### src/rtl/seg_scan_pkg.sv
// Shared types and helpers for the seven-segment scan driver.
package seg_scan_pkg;

  typedef enum logic [1:0] {
    ST_IDLE  = 2'd0,
    ST_BLANK = 2'd1,
    ST_SHOW  = 2'd2
  } scan_state_t;

  // Width of a down-counter able to hold the longer of the two intervals.
  function automatic int cnt_width(input int dwell, input int blank);
    int m;
    m = (dwell > blank) ? dwell : blank;
    return $clog2(m + 1);
  endfunction

  // Standard gfedcba encodings for hex digits, index 0 = digit 0.
  localparam logic [15:0][6:0] SEG7_HEX = {
    7'h71, 7'h79, 7'h5E, 7'h39, 7'h7C, 7'h77, 7'h6F, 7'h7F,
    7'h07, 7'h7D, 7'h6D, 7'h66, 7'h4F, 7'h5B, 7'h06, 7'h3F
  };

  function automatic logic [6:0] hex_to_seg7(input logic [3:0] nib);
    return SEG7_HEX[nib];
  endfunction

endpackage

### src/rtl/seg_frame_buffer.sv
// Double buffer for the display pattern: loads land in pending and are
// promoted to active only at a frame boundary, so a frame never tears.
module seg_frame_buffer #(
  parameter int WIDTH = 14
) (
  input  logic             clk,
  input  logic             reset,
  input  logic             load,
  input  logic             promote,
  input  logic [WIDTH-1:0] seg_data,
  output logic [WIDTH-1:0] active_nxt,
  output logic             update_pending
);

  logic [WIDTH-1:0] pending;
  logic [WIDTH-1:0] active;

  // Value active takes at the next edge; a coincident load bypasses pending.
  always_comb begin
    active_nxt = active;
    if (promote && (load || update_pending)) begin
      active_nxt = load ? seg_data : pending;
    end
  end

  // Buffer registers and the pending flag; a boundary always clears the flag.
  always_ff @(posedge clk or posedge reset) begin
    if (reset) begin
      pending        <= '0;
      active         <= '0;
      update_pending <= 1'b0;
    end else begin
      if (load) begin
        pending <= seg_data;
      end
      active <= active_nxt;
      if (promote) begin
        update_pending <= 1'b0;
      end else if (load) begin
        update_pending <= 1'b1;
      end
    end
  end

endmodule

### src/rtl/seg_scan_mux.sv
// Time-multiplexed N-digit seven-segment driver with blanking and
// double-buffered frame updates.
//
//   state    | meaning
//   ---------+---------------------------------------------------------
//   ST_IDLE  | enable low; outputs dark, index and counter at 0
//   ST_BLANK | all digits dark for BLANK_CYCLES before the next digit
//   ST_SHOW  | digit idx lit with its pattern for DWELL_CYCLES
module seg_scan_mux
  import seg_scan_pkg::*;
#(
  parameter int DIGITS       = 2,
  parameter int SEGS         = 7,
  parameter int DWELL_CYCLES = 1024,
  parameter int BLANK_CYCLES = 16
) (
  input  logic                   clk,
  input  logic                   reset,
  input  logic                   enable,
  input  logic                   invert,
  input  logic [DIGITS*SEGS-1:0] seg_data,
  input  logic                   load,
  output logic [DIGITS-1:0]      digit_sel,
  output logic [SEGS-1:0]        segments,
  output logic                   frame_start,
  output logic                   update_pending
);

  localparam int CW = cnt_width(DWELL_CYCLES, BLANK_CYCLES);
  localparam int IW = (DIGITS > 1) ? $clog2(DIGITS) : 1;
  localparam bit HAS_BLANK = (BLANK_CYCLES > 0);
  localparam logic [CW-1:0] DWELL_LOAD = CW'(DWELL_CYCLES - 1);
  localparam logic [CW-1:0] BLANK_LOAD = HAS_BLANK ? CW'(BLANK_CYCLES - 1) : '0;
  localparam logic [IW-1:0] LAST_IDX = IW'(DIGITS - 1);

  scan_state_t           state;
  logic [CW-1:0]         cnt;
  logic [IW-1:0]         idx;
  logic [IW-1:0]         idx_inc;
  logic                  primed;
  logic [DIGITS-1:0]     dsel_raw;
  logic [SEGS-1:0]       seg_raw;
  logic                  frame_wrap;
  logic                  boundary;
  logic [DIGITS*SEGS-1:0] active_nxt;

  // primed is low after reset and in IDLE, so the first enabled edge
  // always starts a fresh frame.
  assign idx_inc    = idx + IW'(1);
  assign frame_wrap = primed && (state == ST_SHOW) && (cnt == '0) && (idx == LAST_IDX);
  assign boundary   = enable && (!primed || frame_wrap);

  seg_frame_buffer #(
    .WIDTH(DIGITS * SEGS)
  ) u_frame_buffer (
    .clk           (clk),
    .reset         (reset),
    .load          (load),
    .promote       (boundary),
    .seg_data      (seg_data),
    .active_nxt    (active_nxt),
    .update_pending(update_pending)
  );

  // Scan FSM with down-counter dwell/blank timing and registered raw outputs.
  always_ff @(posedge clk or posedge reset) begin
    if (reset) begin
      state       <= ST_BLANK;
      cnt         <= '0;
      idx         <= '0;
      primed      <= 1'b0;
      dsel_raw    <= '0;
      seg_raw     <= '0;
      frame_start <= 1'b0;
    end else begin
      frame_start <= 1'b0;
      if (!enable) begin
        state    <= ST_IDLE;
        cnt      <= '0;
        idx      <= '0;
        primed   <= 1'b0;
        dsel_raw <= '0;
        seg_raw  <= '0;
      end else if (boundary) begin
        primed      <= 1'b1;
        idx         <= '0;
        frame_start <= 1'b1;
        if (HAS_BLANK) begin
          state    <= ST_BLANK;
          cnt      <= BLANK_LOAD;
          dsel_raw <= '0;
          seg_raw  <= '0;
        end else begin
          state    <= ST_SHOW;
          cnt      <= DWELL_LOAD;
          dsel_raw <= DIGITS'(1);
          seg_raw  <= active_nxt[SEGS-1:0];
        end
      end else begin
        case (state)
          ST_BLANK: begin
            if (cnt == '0) begin
              state    <= ST_SHOW;
              cnt      <= DWELL_LOAD;
              dsel_raw <= DIGITS'(1) << idx;
              seg_raw  <= active_nxt[int'(idx)*SEGS +: SEGS];
            end else begin
              cnt <= cnt - CW'(1);
            end
          end
          ST_SHOW: begin
            if (cnt == '0) begin
              idx <= idx_inc;
              if (HAS_BLANK) begin
                state    <= ST_BLANK;
                cnt      <= BLANK_LOAD;
                dsel_raw <= '0;
                seg_raw  <= '0;
              end else begin
                state    <= ST_SHOW;
                cnt      <= DWELL_LOAD;
                dsel_raw <= DIGITS'(1) << idx_inc;
                seg_raw  <= active_nxt[int'(idx_inc)*SEGS +: SEGS];
              end
            end else begin
              cnt <= cnt - CW'(1);
            end
          end
          default: begin
            state    <= ST_IDLE;
            primed   <= 1'b0;
            dsel_raw <= '0;
            seg_raw  <= '0;
          end
        endcase
      end
    end
  end

  // Polarity is static configuration, so it is applied after the registers.
  always_comb begin
    digit_sel = dsel_raw ^ {DIGITS{invert}};
    segments  = seg_raw ^ {SEGS{invert}};
  end

endmodule
### config.mk
export PLATFORM = sky130hd
export DESIGN_NAME = seg_scan_mux
export DESIGN_NICKNAME = d
export VERILOG_FILES = /design/src/rtl/seg_scan_pkg.sv /design/src/rtl/seg_frame_buffer.sv /design/src/rtl/seg_scan_mux.sv
export SDC_FILE = /design/constraint.sdc
export NUM_CORES = 1
export LEC_CHECK = 0
export CAP_MARGIN = 20
export CORE_ASPECT_RATIO = 0.75
export CORE_MARGIN = 8
export CORE_UTILIZATION = 45
export DETAILED_ROUTE_END_ITERATION = 6
export PLACE_DENSITY_LB_ADDON = 0.08
export SETUP_SLACK_MARGIN = 0.02
export SLEW_MARGIN = 5
export SYNTH_ARGS = -nofsm -noshare
export SYNTH_HDL_FRONTEND = slang
export SYNTH_SLANG_ARGS = --single-unit
### constraint.sdc
create_clock -name clk -period 2.78 [get_ports clk]
set_input_delay 0.556 -clock clk [delete_from_list [all_inputs] [get_ports clk]]
set_output_delay 0.556 -clock clk [all_outputs]
set_load 0.01 [all_outputs]
### After elaboration in Yosys (flattened, before gate mapping)

Cells that the tools add are included.

* flip-flop bits (word level): 54
* input bits: 19
* logic and storage cells: 71

* $add $sub $neg: 2
* multipliers: 1
* eq/ne operators: 8
* shifts and indexed selects: 2
* multiplexer cells: 33
* bitwise logic cells: 2
* reduce and logical (&&, ||, !) cells: 13

Operator list (count)
* 2-to-1 mux 11 bit: 4
* 2-to-1 mux 14 bit: 2
* 2-to-1 mux 7 bit: 4
* one-hot mux 11 bit (2 select lines): 1
* 2-to-1 mux 2 bit: 8
* one-hot mux 7 bit (2 select lines): 1
* variable part select 14 x 5 -> 7 bit: 1
* zero test 11 bit: 1
* 2-to-1 mux 1 bit: 11
* subtractor 11 x 1 -> 11 bit, second input constant: 1
* one-hot mux 2 bit (2 select lines): 2
* XOR 7 bit: 1
* != test 3 x 1 -> 1 bit, second input constant: 2
* logical AND 1 bit: 5
* multiplier 1 x 3 -> 4 bit, second input constant: 1
* != test 4 x 1 -> 1 bit, second input constant: 1
* != test 4 x 2 -> 1 bit, second input constant: 1
* != test 4 x 3 -> 1 bit, second input constant: 1
* AND reduction 2 bit: 2
* != test 3 x 2 -> 1 bit, second input constant: 1
* equality test 2 x 1 -> 1 bit, second input constant: 1
* equality test 2 bit, second input constant: 1
* logical OR 1 bit: 2
* nonzero test 2 bit: 1
* other kinds (5): 5

### Depth between registers and ports, before layout

Gate-level depths: netlist of run 1.

* word-level depth: 13
* gate-level depth with buffers: 8

### Hierarchy

From an unflattened synthesis of run 1, not the netlist that was laid out.

* cell total of the unflattened synthesis: 264
* area, all modules: 2781.4 um2

Modules (own cells, without submodules)
* seg_scan_mux: times used 1, cells each 165, area an instance 1539.0 um2, seq. area each 626.9 um2
* seg_frame_buffer: times used 1, cells each 99, area an instance 1242.4 um2, seq. area each 725.7 um2

### Worst setup path before layout of run 1

OpenSTA, ideal clock, no wires.

* path kind: register -> register
* from: register cnt[0]
* to: register u_frame_buffer.active[0]
* arrival: 2290 ps
* data required time: 2655 ps
* path slack: 365 ps
* cell stages (with the launch flop): 9
* path buffers: 2
* period minus slack after synthesis: 2415 ps
* cell sequence: dfrtp_1 -> inv_1 -> ha_1 -> or4b_1 -> buf_4 -> o41ai_4 -> and2_1 -> buf_6 -> mux2_4

* cells in the longest elaborated chain, start to end: 7

RTL lines
* from (decl): line seg_scan_mux.sv:37 `logic [CW-1:0] cnt;`
* from (signal assigned): line seg_scan_mux.sv:108 `cnt <= cnt - CW'(1);`
* from (signal assigned): line seg_scan_mux.sv:126 `cnt <= cnt - CW'(1);`
* zero test 11 bit: line seg_scan_mux.sv:50 `assign frame_wrap = primed && (state == ST_SHOW) && (cnt == '0) && (idx == LAST_IDX);`
* logical AND 1 bit (2 in a row): line seg_scan_mux.sv:50
* logical OR 1 bit: line seg_scan_mux.sv:51 `assign boundary = enable && (!primed || frame_wrap);`
* logical AND 1 bit: line seg_scan_mux.sv:51
* logical AND 1 bit: line seg_frame_buffer.sv:21 `if (promote && (load || update_pending)) begin`
* 2-to-1 mux 14 bit: line seg_frame_buffer.sv:21
* via active_nxt[0]: line seg_scan_mux.sv:45 `logic [DIGITS*SEGS-1:0] active_nxt;`
* to (signal assigned): line seg_frame_buffer.sv:36 `active <= active_nxt;`
* to (decl): line seg_frame_buffer.sv:16 `logic [WIDTH-1:0] active;`

The timed path passes the listed nets, and every way through them passes these cells.
A chain may end at the register's enable or synchronous reset.

### Final worst setup path of run 1

* from: input invert
* to: output digit_sel[0]

* cells in the longest elaborated chain, start to end: 1

RTL lines
* from (decl): line seg_scan_mux.sv:20 `input logic invert,`
* XOR 2 bit: line seg_scan_mux.sv:142 `digit_sel = dsel_raw ^ {DIGITS{invert}};`
* to (decl): line seg_scan_mux.sv:23 `output logic [DIGITS-1:0] digit_sel,`

Every way passes these cells.

==> load_flow_metrics.sql, run 1 <==
INSERT INTO impl_metrics (metric_group, metric, value, unit) VALUES
('run_status', 'run_status', 'finished clean', ''),
('timing', 'fmax', '404.6', 'MHz'),
('critical_path', 'critical_path.endpoint_type', 'primary output', ''),
('grt', 'largest_net_degree_at_the_start_of_global_routing', '55', ''),
('timing', 'final-hold-violation-count', '0', ''),
('cells_and_area', 'nets', '306', ''),
('synth', 'synth.ff_latch_count', '54', ''),
('critical_path', 'worstPathArrival', '1.92', 'ns'),
('grt', 'grt_antenna_before_repair', '0', ''),
('place', 'gp_congestion', '0.8060', ''),
('routing', 'routed_wire_length', '5828', 'um'),
('synth', 'synth_largest_area_cell', 'dfrtp_1', ''),
('synth', 'ys_warn_count', '0', ''),
('timing', 'worst_slew_pin_slew', '1.077', 'ns'),
('cells_and_area', 'post_route_cells_drive_above_1_share', '0.1908', ''),
('synth', 'synth-seq-area-share', '0.5066', ''),
('critical_path', 'worstPathBufferInverterCount', '3', ''),
('synth', 'synthMostInstantiatedCell', 'dfrtp_1', ''),
('timing', 'worst_hold_slack', '0.5059', 'ns'),
('place', 'port_buffers', '29', ''),
('floorplan', 'die_height', '82.71', 'um'),
('worst_hold_path', 'hp-start', 'u_frame_buffer.pending[8]', ''),
('grt', 'grt_pass1_vias', '1893', ''),
('critical_path', 'crit_top_cell', 'clkdlybuf4s50_1', ''),
('routing', 'topRoutingLayerUsed', 'met4', ''),
('synth', 'syn-mean-instance-area', '10.94', 'um2'),
('critical_path', 'critical-path-max-stage-delay', '0.55', 'ns'),
('timing', 'clock-skew-final', '0.006347', 'ns'),
('grt', 'grt_pass1_wl', '9715', 'um'),
('cells_and_area', 'layout.core_utilization', '0.5560', ''),
('routing', 'drt_drc_violations_left', '0', ''),
('clock_tree', 'clock_tree_root', 'clkbuf_8', ''),
('critical_path', 'crit_start', 'invert', ''),
('synth', 'post_synth_most_frequent_cells', '53 x dfrtp_1, 22 x a21oi_1, 18 x nor2_1, 18 x o21ai_0, 17 x nand2_1', ''),
('critical_path', 'timing.critical_path.from_type', 'input port', ''),
('routing', 'met3_length', '360', 'um'),
('timing', 'timing_max_transition_violations_final', '0', ''),
('place', 'post-place-ws', '0.2981', 'ns'),
('clock_tree', 'clock-sinks', '54', ''),
('power', 'power_density', '623.5', 'mW/mm2'),
('timing', 'layout_worst_path_cycle_share', '0.8891', ''),
('clock_tree', 'h-tree-depth', '2', ''),
('routing', 'm1WireLength', '3019', 'um'),
('clock_tree', 'clkLatencyLatePin', '0.30', 'ns'),
('synth', 'synth_top_cell_area_share', '0.4967', ''),
('routing', 'antenna_left', '0', ''),
('synth', 'synth_top_flop_cell', 'dfrtp_1', ''),
('critical_path', 'worst_path_dominant_cell_family', 'buffers and inverters', ''),
('timing', 'slew-limit-headroom', '0.2807', ''),
('timing', 'timing.final.setup_violations', '0', ''),
('grt', 'grt-ovfl-total', '0', ''),
('place', 'hpwl_after_detailed_placement', '4222', 'um'),
('synth', 'synth.area.top_cells', 'dfrtp_1 50%, mux2_2 5.9%, a21oi_1 4.1%', ''),
('job', 'max-cap-violations', '0', ''),
('routing', 'drt-vias-per-instance', '5.493', ''),
('synth', 'syn-cell-area', '0.002670', 'mm2'),
('floorplan', 'fp.dieArea', '0.008680', 'mm2'),
('routing', 'met2_wirelength', '2420', 'um'),
('critical_path', 'crit_path_required_time', '2.22', 'ns'),
('clock_tree', 'postCtsSetupBuffers', '0', ''),
('cells_and_area', 'area_growth', '20.06', '%'),
('synth', 'synthCells', '244', ''),
('floorplan', 'die_w', '104.9', 'um'),
('timing', 'rsz0062_at_grt', 'no', ''),
('critical_path', 'path_cells', 'clkdlybuf4s50_1, buf_4, xor2_1, clkdlybuf4s50_1', ''),
('floorplan', 'floorplan.initialDensity', '0.4631', ''),
('clock_tree', 'clk_path_buf_depth', '2', ''),
('synth', 'synth_cell_types', '47', ''),
('power', 'total_power', '1.999', 'mW'),
('cells_and_area', 'fillerInstances', '510', ''),
('critical_path', 'ff_to_ff_start', 'cnt[0]', '');
## state kept, by name, summed over array words and instances, names as in the netlist
| register | count |
|---|---|
| u_frame_buffer.active | 14 |
| u_frame_buffer.pending | 14 |
| cnt | 11 |
| seg_raw | 7 |
| dsel_raw | 2 |
| state | 2 |
| frame_start | 1 |
| idx | 1 |
| primed | 1 |
| u_frame_buffer.update_pending | 1 |
## cell type report
class,instances,area (um2),area share
Multi-Input combinational cell,168,1196,0.3731
Clock inverter,2,37.54,0.01171
Inverter,9,33.78,0.01054
Clock buffer,6,72.57,0.02264
Tap cell,78,97.59,0.03045
Sequential cell,54,1353,0.4219
Timing Repair Buffer,44,415.4,0.1296
## metal layers
metal | vias up | global-route usage
li1 | 960 | -
met1 | 969 | 0.2104
met2 | 52 | 0.1936
met3 | 2 | 0.03566
met4 | 0 | 0.04539
met5 | - | 0
## cells by family (layout without fill, tap and decap cells)
family / Yosys count / after routing / synth area share
flops: 54 / 54 / 0.5066
mux: 21 / 21 / 0.09841
compound gates: 66 / 66 / 0.1593
fa+ha+maj: 5 / 5 / 0.02343
xor+xnor: 9 / 9 / 0.02952
simple gates: 67 / 67 / 0.1373
buf+inv: 22 / 61 / 0.04545
## power by group
part           total (mW)  internal [mW]  switching [mW]  leakage, nW
clock network       0.521          0.269           0.252       0.0514
logic               0.522          0.251           0.271        0.628
registers           0.955          0.885          0.0708        0.670
total                2.00           1.40           0.594         1.35
## placed cells by master, fill, tap and decap left out, types with 8 or more instances in the layout
cell type and n:
o21ai_0 18, a21oi_1 22, clkdlybuf4s50_1 29, buf_4 14, inv_1 8, mux2_2 14, dfrtp_1 53, xor2_1 9
nand2_1 17, nor2_1 18
## worst paths after layout
path                            cells past startpoint                        end  slack [ns]
worst min-delay path                                1  u_frame_buffer.pending[8]        0.51
worst min register to register                      1  u_frame_buffer.pending[8]        0.51
worst max register to register                      6                   state[1]        0.43
min in group asynchronous                           3                     cnt[0]        0.61
max in group asynchronous                           3                   state[0]        1.87
worst max-delay path                                4               digit_sel[0]        0.31
## per-stage QoR
| stage | instances | area, um2 |
|---|---|---|
| after CTS | 361 | 3206 |
| after floorplan | 244 | 2670 |
| after detailed placement | 353 | 3095 |
| after global placement | 353 | 3095 |
| final | 361 | 3206 |
| after global routing | 361 | 3206 |
Power figures use the tool's default switching activity.
==> run 2, diff against run 1 <==
- ABC_AREA: default -> 1
- GPL_ROUTABILITY_DRIVEN: default -> 0
==> run 2 against run 1 <==
  * Critical path type unchanged
  * Critical endpoint is now segments[2]
  * First-iteration DRC count shrank 58%
  * Flip-flop and latch count unchanged
  * Combinational power up 26%
  * Core utilization shrank 1.8 points
  * Register-to-register slack improved by 0.22 ns
  * Wire length up 2.2%
  * Die area rose by 3.6%
==> load_flow_metrics.sql, run 2 <==
INSERT INTO impl_metrics (metric_group, metric, value, unit) VALUES
('power', 'internal-power', '1.422', 'mW'),
('critical_path', 'crit_top_cell', 'clkdlybuf4s50_1', ''),
('routing', 'drt_drc_violations_left', '0', ''),
('synth', 'synthCells', '331', ''),
('synth', 'post_synth_most_frequent_cells', '61 x nand2_1, 53 x dfrtp_1, 47 x inv_1', ''),
('routing', 'antenna_left', '0', ''),
('power', 'power_density', '645.1', 'mW/mm2'),
('clock_tree', 'clk_transition_reported_paths', '0.09', 'ns'),
('synth', 'synth_top_flop_cell', 'dfrtp_1', ''),
('grt', 'track_usage', '0.1442', ''),
('cells_and_area', 'area_growth', '18.22', '%'),
('job', 'max-cap-violations', '0', ''),
('critical_path', 'timing.critical_path.from_type', 'input port', ''),
('routing', 'routed_wire_length', '5956', 'um'),
('clock_tree', 'cts_tree', 'yes', ''),
('critical_path', 'critPathSlowestCell', 'clkdlybuf4s50_1', ''),
('clock_tree', 'postCtsSetupBuffers', '0', ''),
('grt', 'grt_pass1_wl', '10520', 'um'),
('synth', 'syn-cell-area', '0.002788', 'mm2'),
('critical_path', 'regToRegSetupSlack', '0.65', 'ns'),
('critical_path', 'worstPathBufferInverterCount', '3', ''),
('critical_path', 'crit_path_required_time', '2.22', 'ns'),
('critical_path', 'critical_path.endpoint_type', 'primary output', ''),
('clock_tree', 'clock-sinks', '54', ''),
('timing', 'rsz0062_at_grt', 'no', ''),
('floorplan', 'floorplan.initialDensity', '0.4547', ''),
('power', 'vdd_drop_max', '0.3140', 'mV'),
('cells_and_area', 'nets', '388', ''),
('clock_tree', 'cts_hold_buffers', '0', ''),
('cells_and_area', 'final_cell_mix', '61 x nand2_1, 53 x dfrtp_1, 46 x inv_1, 34 x nand3_1, 29 x clkdlybuf4s50_1', ''),
('timing', 'fin_setup_tns', '0', 'ns'),
('worst_hold_path', 'timing.hold.worst.class', 'flip-flop to flip-flop', ''),
('synth', 'syn-mean-instance-area', '8.422', 'um2'),
('synth', 'synth_top_cell_area_share', '0.4758', ''),
('cells_and_area', 'num_antenna_cells', '0', ''),
('grt', 'grt_pass1_vias', '2097', ''),
('synth', 'edff_count_synth', '0', ''),
('critical_path', 'worst_path_dominant_cell_family', 'buffers and inverters', ''),
('timing', 'worst_slew_pin_slew', '0.5400', 'ns'),
('synth', 'synthMostInstantiatedCell', 'nand2_1', ''),
('timing', 'period_minus_slack', '2.473', 'ns'),
('routing', 'iteration_0_drc_markers', '63', ''),
('routing', 'dr_total_vias', '2165', ''),
('routing', 'avgRoutedWirePerCell', '13.35', 'um'),
('critical_path', 'path_max_fanout', '9', ''),
('floorplan', 'fp.dieArea', '0.008995', 'mm2'),
('power', 'p_seq_frac', '0.445', ''),
('clock_tree', 'clock_tree_root', 'clkbuf_8', ''),
('synth', 'share_of_async_settable_or_async_resettable_flops_after_synthesis', '1.000', ''),
('critical_path', 'setup_cp_type', 'input port to primary output', ''),
('place', 'hpwl_after_detailed_placement', '4336', 'um'),
('routing', 'firstDrtPassIters', '4', ''),
('grt', 'largest_net_degree_at_the_start_of_global_routing', '55', ''),
('synth', 'synth_cell_types', '31', ''),
('timing', 'final-hold-violation-count', '0', ''),
('floorplan', 'die_height', '84.16', 'um'),
('floorplan', 'die_w', '106.9', 'um'),
('power', 'pwr-share-clk', '0.246', ''),
('timing', 'slew-limit-headroom', '0.6386', ''),
('cells_and_area', 'final_common_cell', 'nand2_1', ''),
('power', 'leakage_power', '1.599', 'nW'),
('run_status', 'run_status', 'finished clean', ''),
('synth', 'synth.area.top_cells', 'dfrtp_1 48%, nand2_1 8.2%, inv_1 6.3%', ''),
('power', 'power_frac_comb', '0.309', ''),
('critical_path', 'path_cells', 'clkdlybuf4s50_1, buf_4, xor2_1, clkdlybuf4s50_1', ''),
('critical_path', 'worstPathArrival', '1.92', 'ns'),
('clock_tree', 'cts.repair.resized', '0', ''),
('synth', 'synth_largest_area_cell', 'dfrtp_1', ''),
('critical_path', 'critical-path-max-stage-delay', '0.56', 'ns'),
('routing', 'drt-vias-per-instance', '4.854', ''),
('power', 'p_sw', '0.7046', 'mW'),
('clock_tree', 'clkLatencyLatePin', '0.30', 'ns'),
('timing', 'fmax', '404.4', 'MHz'),
('timing', 'timing.final.setup_violations', '0', ''),
('synth', 'synth-seq-area-share', '0.4852', ''),
('synth', 'synth_nets', '355', ''),
('clock_tree', 'clk_path_buf_depth', '2', ''),
('floorplan', 'cell_row_count', '25', ''),
('floorplan', 'floorplan_core_area', '0.006131', 'mm2'),
('grt', 'grt-ovfl-total', '0', ''),
('timing', 'timing_max_transition_violations_final', '0', ''),
('cells_and_area', 'post_route_cells_drive_above_1_share', '0.1151', ''),
('synth', 'ys_warn_count', '0', ''),
('cells_and_area', 'largestRegisters', 'u_frame_buffer.active: 14 flops, u_frame_buffer.pending: 14 flops, cnt: 11 flops', ''),
('power', 'power_switching_share', '0.3314', ''),
('synth', 'synth.ff_latch_count', '54', ''),
('timing', 'clock-skew-final', '0.004538', 'ns'),
('timing', 'layout_worst_path_cycle_share', '0.8894', ''),
('clock_tree', 'h-tree-depth', '2', ''),
('cells_and_area', 'layout.core_utilization', '0.5376', ''),
('grt', 'grt_antenna_before_repair', '0', ''),
('floorplan', 'boundaryPins', '30', ''),
('place', 'port_buffers', '29', ''),
('clock_tree', 'numCtsBuffers', '5', '');
[run 2: cell types whose count changed in the layout (fill, tap and decap cells not counted), moves of 6 or more]
cell,before,now
inv_1,8,46
mux2_2,14,0
a21oi_1,22,4
nor2_1,18,11
and2_1,2,14
nand4_1,2,16
a22oi_1,7,0
mux2_4,7,0
or2_2,2,15
nand2_1,17,61
buf_4,14,5
o21ai_1,0,6
nand3_1,2,34
[run 2: per-layer routing]
layer | part of all wire | vias up | global-route usage | routed length [um]
met5 | 0 | - | 0 | 0
met4 | 0.0067 | 0 | 0.03439 | 40
met3 | 0.045 | 5 | 0.03596 | 269
li1 | - | 1123 | - | -
met2 | 0.38 | 38 | 0.1921 | 2255
met1 | 0.57 | 999 | 0.2228 | 3391
[run 2: cell type report]
| cell class | count | area (um2) |
|---|---|---|
| flip-flops and latches | 54 | 1353 |
| inverters | 52 | 195.2 |
| well taps | 81 | 101.3 |
| clock buffers | 7 | 76.32 |
| fillers | 615 | 2835 |
| clock inverters | 1 | 30.03 |
| multi-input cells | 216 | 1192 |
| repair buffers | 35 | 347.8 |
[run 2: cell families (layout without fill, tap and decap cells)]
kind of cell	Yosys count	in the layout	share of synthesized area
simple gates	163	163	0.2998
buf+inv	61	95	0.08707
flops	54	54	0.4852
compound gates	34	34	0.06149
xor+xnor	14	14	0.04399
fa+ha+maj	5	5	0.02244
[run 2: power by group through the flow]
stage                     Clock (mW)  Combinational, mW  Sequential (mW)
after global placement             0              0.645            0.957
after detailed placement           0              0.655            0.960
after CTS                      0.537              0.659            0.945
final                          0.522              0.658            0.946
after floorplan                    0              0.491            0.951
after global routing           0.572              0.764            0.959
[run 2: final timing paths]
path                                            start                          to  cells after the start
hold reg to reg            u_frame_buffer.pending[11]  u_frame_buffer.pending[11]                      2
setup reg to reg                               cnt[0]                  seg_raw[6]                      8
hold / removal             u_frame_buffer.pending[11]  u_frame_buffer.pending[11]                      2
setup / recovery                               invert                 segments[2]                      4
max in group asynchronous                       reset                    state[0]                      3
min in group asynchronous                       reset                      cnt[2]                      3
[run 2: worst reg2reg max path, cell delays in order (launching register included)]
cell and delay, ns:
dfrtp_1 0.39, inv_1 0.11, ha_1 0.18, nand2_1 0.06, nor2_1 0.32, nand2_1 0.23
nor2_1 0.49, nand3_1 0.18, nand3_1 0.12
[run 2: per-stage QoR]
step / std cells / setup WS, ns / area, um2 / hold WS (ns) / power, mW
after floorplan: 331 / 0.9111 / 2788 / 0.4582 / 1.442
after global placement: 438 / 0.3155 / 3189 / 0.4822 / 1.602
after detailed placement: 438 / 0.2872 / 3189 / 0.4901 / 1.615
after CTS: 446 / 0.2878 / 3296 / 0.5149 / 2.141
after global routing: 446 / 0.2262 / 3296 / 0.5593 / 2.295
final: 446 / 0.3074 / 3296 / 0.5040 / 2.126
==> run 3, diff against run 2 <==
- SETUP_SLACK_MARGIN: 0.02 -> 0.15
- SKIP_LAST_GASP: default -> 1
==> results of run 3 <==
The final DEF is identical to that of run 2; final timing and power are the same.
